## config.mk

```make
export PLATFORM = sky130hd
export DESIGN_NAME = parallel_dot_product
export DESIGN_NICKNAME = d
export VERILOG_FILES = /design/src/rtl/parallel_dot_product_pkg.sv /design/src/rtl/parallel_dot_product_lane_adder_tree.sv /design/src/rtl/parallel_dot_product.sv
export SDC_FILE = /design/constraint.sdc
export NUM_CORES = 1
export LEC_CHECK = 0
export BUFFER_PORTS_ARGS = -buffer_cell sky130_fd_sc_hd__buf_2
export CAP_MARGIN = 10
export CORE_ASPECT_RATIO = 1.2
export CORE_MARGIN = 2
export CORE_UTILIZATION = 40
export DETAILED_ROUTE_END_ITERATION = 8
export PLACE_DENSITY = 0.67
export SYNTH_ARGS = -nofsm -noshare
export SYNTH_HDL_FRONTEND = slang
export SYNTH_SLANG_ARGS = --single-unit
```

## constraint.sdc

```tcl
create_clock -name clk -period 20.7 [get_ports clk]
set_clock_uncertainty 0.2 [all_clocks]
set_input_delay 2.07 -clock clk [delete_from_list [all_inputs] [get_ports clk]]
set_output_delay 2.07 -clock clk [all_outputs]
set_load 0.1 [all_outputs]
```

## src/rtl/parallel_dot_product_pkg.sv

```systemverilog
// parallel_dot_product_pkg: default widths and the requantise/saturate helper
package parallel_dot_product_pkg;
  localparam int DATA_W_DEF = 8;
  localparam int ACC_W_DEF = 32;
  localparam int OUT_W_DEF = 8;
  function automatic logic signed [63:0] requant(input logic signed [63:0] x, input int shift,
                                                 input bit relu, input int out_w);
    logic signed [63:0] v, hi, lo;
    v = (shift > 0) ? x + (64'sd1 <<< (shift - 1)) : x;
    v = v >>> shift;
    if (relu && v < 0) v = '0;
    hi = (64'sd1 <<< (out_w - 1)) - 64'sd1;
    lo = -(64'sd1 <<< (out_w - 1));
    return (v > hi) ? hi : (v < lo) ? lo : v;
  endfunction
endpackage

```

## src/rtl/parallel_dot_product_lane_adder_tree.sv

```systemverilog
// lane_adder_tree: sign-extending sum of all lane products with a registered result
module lane_adder_tree #(
  parameter int LANES = 4,
  parameter int IN_W = 16,
  parameter int OUT_W = 32
) (
  input  logic                     clk,
  input  logic                     rst,
  input  logic                     en,
  input  logic [LANES*IN_W-1:0]    in,
  output logic signed [OUT_W-1:0]  sum
);
  logic signed [OUT_W-1:0] s;
  // combinational sum of every lane, each sign-extended to the result width
  always_comb begin
    s = '0;
    for (int i = 0; i < LANES; i++) s = s + OUT_W'($signed(in[i*IN_W +: IN_W]));
  end
  // register the sum whenever the pipeline advances
  always_ff @(posedge clk or posedge rst)
    if (rst) sum <= '0;
    else if (en) sum <= s;
endmodule

```

## src/rtl/parallel_dot_product.sv

```systemverilog
// parallel_dot_product: 3-stage streaming dot product with accumulate and requantise
module parallel_dot_product
  import parallel_dot_product_pkg::*;
#(
  parameter int DATA_W = DATA_W_DEF,
  parameter int LANES = 4,
  parameter int ACC_W = ACC_W_DEF,
  parameter int OUT_W = OUT_W_DEF,
  parameter int SHIFT = 0,
  parameter int RELU = 0
) (
  input  logic                      clk,
  input  logic                      rst,
  input  logic                      in_valid,
  output logic                      in_ready,
  input  logic                      sop,
  input  logic                      eop,
  input  logic [LANES*DATA_W-1:0]   data_a,
  input  logic [LANES*DATA_W-1:0]   data_b,
  input  logic [LANES-1:0]          in_keep,
  input  logic signed [ACC_W-1:0]   bias,
  output logic                      out_valid,
  input  logic                      out_ready,
  output logic signed [ACC_W-1:0]   acc_out,
  output logic signed [OUT_W-1:0]   q_out,
  output logic                      err
);
  localparam int PW = 2 * DATA_W;
  logic adv, fire, frame, v1, s1, e1, v2, s2, e2;
  logic signed [ACC_W-1:0] b1, b2, acc, sum2, acc_next;
  logic signed [OUT_W-1:0] q_next;
  logic signed [PW-1:0] p [LANES];
  logic [LANES*PW-1:0] prod;
  assign adv = ~out_valid | out_ready;
  assign in_ready = adv;
  assign fire = in_valid & adv;
  // full-width signed lane products
  always_comb
    for (int i = 0; i < LANES; i++)
      p[i] = $signed(data_a[i*DATA_W +: DATA_W]) * $signed(data_b[i*DATA_W +: DATA_W]);
  // frame tracking at acceptance: sop-in-frame and orphan beats both flag err, orphans are dropped
  always_ff @(posedge clk or posedge rst)
    if (rst) begin
      frame <= 1'b0;
      err <= 1'b0;
    end else begin
      err <= fire & (sop == frame);
      if (fire) frame <= sop ? ~eop : frame & ~eop;
    end
  // stage 1 products and stage 2 flags travel together, all held while stalled
  always_ff @(posedge clk or posedge rst)
    if (rst) begin
      {v1, s1, e1, v2, s2, e2} <= '0;
      b1 <= '0;
      b2 <= '0;
      prod <= '0;
    end else if (adv) begin
      v1 <= in_valid & (sop | frame);
      s1 <= sop;
      e1 <= eop;
      b1 <= bias;
      for (int i = 0; i < LANES; i++) prod[i*PW +: PW] <= in_keep[i] ? p[i] : '0;
      {v2, s2, e2} <= {v1, s1, e1};
      b2 <= b1;
    end
  lane_adder_tree #(.LANES(LANES), .IN_W(PW), .OUT_W(ACC_W)) u_tree (
    .clk(clk), .rst(rst), .en(adv), .in(prod), .sum(sum2)
  );
  // accumulate and requantise the candidate result
  always_comb begin
    acc_next = s2 ? b2 + sum2 : acc + sum2;
    q_next = OUT_W'(requant(64'(acc_next), SHIFT, RELU != 0, OUT_W));
  end
  // stage 3 accumulator and held output registers
  always_ff @(posedge clk or posedge rst)
    if (rst) begin
      acc <= '0;
      out_valid <= 1'b0;
      acc_out <= '0;
      q_out <= '0;
    end else if (adv) begin
      if (v2) acc <= acc_next;
      out_valid <= v2 & e2;
      if (v2 & e2) begin
        acc_out <= acc_next;
        q_out <= q_next;
      end
    end
endmodule

```

* Word level (Yosys, flattened, before mapping)
Cells that the tools add are included.
Word-level totals: bits in read-only memories 0, word-level logic and storage cells 47, register bits after elaboration 241, memories 0, input port bits 106, bits in writable memories 0, latch bits 0, output and inout port bits 43
Cells by class: add/sub/neg operators 5, reduce and logical (&&, ||, !) cells 2, multipliers 4, order comparisons 2, div/mod/pow operators 0, multiplexer cells 8, equal/unequal tests 1, shift-type cells 0, bitwise logic cells 9
Operators by type and width (count):
- 32-bit adder | 2
- 8-bit by 8-bit multiplier with 16-bit output | 4
- 16-bit 2-to-1 mux | 4
- 32-bit by 16-bit adder with 32-bit output | 1
- 32-bit by 8-bit greater-than comparator with 1-bit output (second input constant) | 1
- 32-bit by 8-bit less-than comparator with 1-bit output (second input constant) | 1
- 32-bit 2-to-1 mux | 1
- 17-bit by 16-bit adder with 18-bit output | 1
- 16-bit by 16-bit adder with 17-bit output | 1
- 8-bit 2-to-1 mux | 2
- 1-bit AND | 5
- 2-bit AND reduction | 2
- 1-bit NOT | 2
- 1-bit bitwise OR | 2
- 1-bit equality test | 1
- 1-bit 2-to-1 mux | 1

* Longest topological paths before layout
depth in word-level cells 5, mapped depth 25, depth with buffers taken out 25

* Modules after synthesis
A second synthesis with hierarchy kept.
Second synthesis, totals: cell total of the unflattened synthesis 2481, area, all modules 22353.9 sq um
By module, submodules not included:
- parallel_dot_product | sequential area each 5230.0 sq um, cells each 2190, times used 1, area each 19755.2 sq um
- lane_adder_tree | sequential area each 475.5 sq um, cells each 291, times used 1, area each 2598.7 sq um

* Least setup slack after synthesis
OpenSTA, ideal clock, no wires.
path type input -> register, start point input data_a[19], end point register prod[47], path buffers 0, stages on the path 20, setup time 96 ps, slack 14215 ps, arrival 6189 ps, data required time 20404 ps, path through and2_1 fa_1 inv_1 fa_1 inv_1 fa_1 inv_1 fa_1 inv_1 ha_1 inv_1 o21bai_1 a21oi_1 o21bai_1 a21oi_1 nor2b_1 o21a_1 o41a_1 xnor2_1 o31ai_1
Between the ends: longest elaborated chain between the ends 2
RTL lines:
- from (decl) | RTL line parallel_dot_product.sv:18 | input logic [LANES*DATA_W-1:0] data_a,
- 8-bit by 8-bit multiplier with 16-bit output | RTL line parallel_dot_product.sv:40 | p[i] = $signed(data_a[i*DATA_W +: DATA_W]) * $signed(data_b[i*DATA_W +: DATA_W]);
- 16-bit 2-to-1 mux | RTL line parallel_dot_product.sv:62 | for (int i = 0; i < LANES; i++) prod[i*PW +: PW] <= in_keep[i] ? p[i] : '0;
- to (signal assigned) | RTL line parallel_dot_product.sv:56 | prod <= '0;
- to (decl) | RTL line parallel_dot_product.sv:33 | logic [LANES*PW-1:0] prod;
No other way between the ends. A chain may end at the register's enable or synchronous reset.

* Final worst setup path
Same ends and word-level chain as after synthesis.

==> out/qor.txt <==
Initial Util -> 0.4023
Per-cell routed wire length -> 15.72 microns
Clk sinks -> 241
Critical path launch point -> data_a[19]
Number of synthesized flops with an enable pin -> 0
Total congestion overflow -> 0
Worst hold slack -> 263.3 ps
Die width -> 222.2 microns
Die Span Y -> 265.9 microns
Mapped cell area -> 22860 sq um
Critical path class -> in -> reg
FF-to-FF Start -> prod[17]
Final Cycle Share -> 0.3080
Mapped Nets -> 3069
Pre-antenna DRT Iters -> 5
Drt drc -> 0
Critical Path Start Type -> input pin
Post-layout nets -> 3191
Unrepaired setup endpoints after global routing -> no
Cts-stage hold buffer count -> 0
Dominant cell type by area after synthesis -> dfrtp_1
Synth Area per Inst -> 8.998 sq um
Diode count -> 0
DR WL met3 -> 1622 microns
Rows -> 96
Tmin final -> 6376 ps
Area growth syn-to-layout -> 10.74%
Critical Path Sink Type -> flop
Cells resized by post-CTS repair -> 0
CP Max Fanout -> 8
Non-Filler Instances -> 3418
Slew headroom -> 0.1697
# IOs -> 149
Antenna viol nets, final -> 0
Ys async rst share -> 1.000
TNS Setup -> 0 ps
Die area -> 59070 sq um
Primary FF master, synth -> dfrtp_1
Status -> complete, no violations
Gpl congestion -> 0.8940
Synth warn -> 0
Synth top cells by count -> nand2_1, inv_1, dfrtp_1
Yosys top cell area share -> 0.2639
Routed vias -> 17010
Synth Instances -> 2540
Layout cells sized above 1 -> 0.1036
Top sig layer -> met5
Required time of the critical path -> 20940 ps
CP arrival -> 6620 ps
Initial antenna violation count -> 2
Total GRT Usage -> 0.1864
Yosys reg bits -> 241
WL met1 -> 21290 microns
Core area -> 56810 sq um
Num CTS Buffers -> 27
DP HPWL -> 44310 microns
Final hold vios -> 0
Vias in the first global route -> 17910
Largest net degree at the start of global routing -> 121
Fmax -> 0.1568 GHz
DR iter-0 viols -> 718
Port Buffer Count -> 148
Worst-path clk slew -> 60 ps
First-pass GRT wire length -> 89580 microns
Drt via density -> 4.976
Clock Path Buffers -> 3
Layout fillers -> 5576
Slew Limit Fails -> 0
Ranking of synthesized cells by area -> dfrtp_1, fa_1, ha_1
CTS tree -> built
Worst slew pin tran -> 1245 ps
Placed cell count -> 3368
Routed WL -> 53720 microns
Min-delay src -> b2[3]
Max-cap viol count -> 0
Post-CTS Setup Bufs -> 0
Distinct cells, synth -> 77
Clk_lat worst skew -> 550 ps
H-tree depth -> 1
Sequential share of the synthesized area -> 0.2639
Met2 wire length -> 29120 microns
Hold Path Class -> reg -> reg
Final setup fails -> 0
Most numerous cell in the Yosys netlist -> nand2_1
CTS root buffer -> clkbuf_16
Fin util -> 0.4455
critical path, cell delays in order:
cell and delay (ps):
buf_2 140, and2_1 180, fa_1 540, inv_1 50, fa_1 480, inv_1 60
fa_1 520, inv_1 50, fa_1 530, inv_1 40, ha_1 300, inv_1 120
o21bai_1 80, a21oi_1 220, o21bai_1 90, a21oi_1 220, nor2b_1 70, o21a_1 180
o41a_1 320, xnor2_1 140, o31ai_1 200
flip-flops by register name, indices dropped and copies added, names as in the netlist:
register / count
acc: 32
acc_out: 32
b1: 32
b2: 32
e1: 1
e2: 1
err: 1
frame: 1
out_valid: 1
prod: 64
q_out: 8
s1: 1
s2: 1
u_tree.sum: 32
v1: 1
v2: 1
layout make-up:
type                       count  area [sq um]  area share
multi-input combinational   1839         15080      0.5960
sequential                   241          6031      0.2383
inverter                     394          1489     0.05883
tap                          735         919.6     0.03634
timing repair buffer         159         823.3     0.03253
clock buffer                  35         775.7     0.03065
clock inverter                15         186.4    0.007366
layout by cell type, fill, tap and decap left out, types with 7 or more instances in the layout:
cell type,netlist,layout
dfrtp_1,241,241
a21oi_1,93,93
clkinv_2,0,8
and2_1,145,145
buf_4,1,11
mux2_2,36,36
nor2_1,103,103
ha_1,184,184
xnor2_1,91,91
and3_1,10,10
a21o_1,35,35
clkbuf_8,0,7
xor2_1,28,28
nand2b_1,18,18
fa_1,239,239
o31ai_1,18,18
nand2_1,485,485
o21a_1,16,16
o21ai_0,110,110
buf_2,6,148
clkbuf_16,0,27
o21bai_1,32,32
o21ai_1,10,10
inv_1,394,392
nand3_1,40,39
nand4_1,11,11
nor3_1,20,20
nor2b_1,8,7
cells by family after synthesis:
group,count (synthesis),synth area share
XOR/XNOR,121,0.04703
buffers and inverters,460,0.07670
AO/OA/AOI/OAI,375,0.1053
multiplexers,43,0.02086
adder cells (fa/ha/maj),423,0.3101
flip-flops,241,0.2639
AND/OR/NAND/NOR,877,0.1762
per-layer routing:
layer  track usage  vias to the layer above
met1        0.2152                     8346
met5             0                        -
met2        0.3607                      257
li1              -                     8323
met4       0.05990                        2
met3       0.01632                       81
final timing paths:
kind,endpoint,slack [ps],cells past startpoint
worst max register to register,u_tree.sum[31],14860,22
max in group asynchronous,prod[23],17480,3
worst min-delay path,b2[3],260,2
worst max-delay path,prod[47],14320,21
worst min register to register,b2[3],260,2
min in group asynchronous,b1[9],1420,2
per-stage QoR:
| step | worst slack (ps) | cell area, sq um |
|---|---|---|
| final | 14320 | 25310 |
| after global routing | 14040 | 25310 |
| after CTS | 14320 | 25310 |
| after detailed placement | 13750 | 24350 |
| after global placement | 13870 | 24350 |
| after floorplan | 11810 | 22860 |
Power is not shown: default switching activity piles up to over one toggle a cycle in this logic, so the estimate is an artifact.
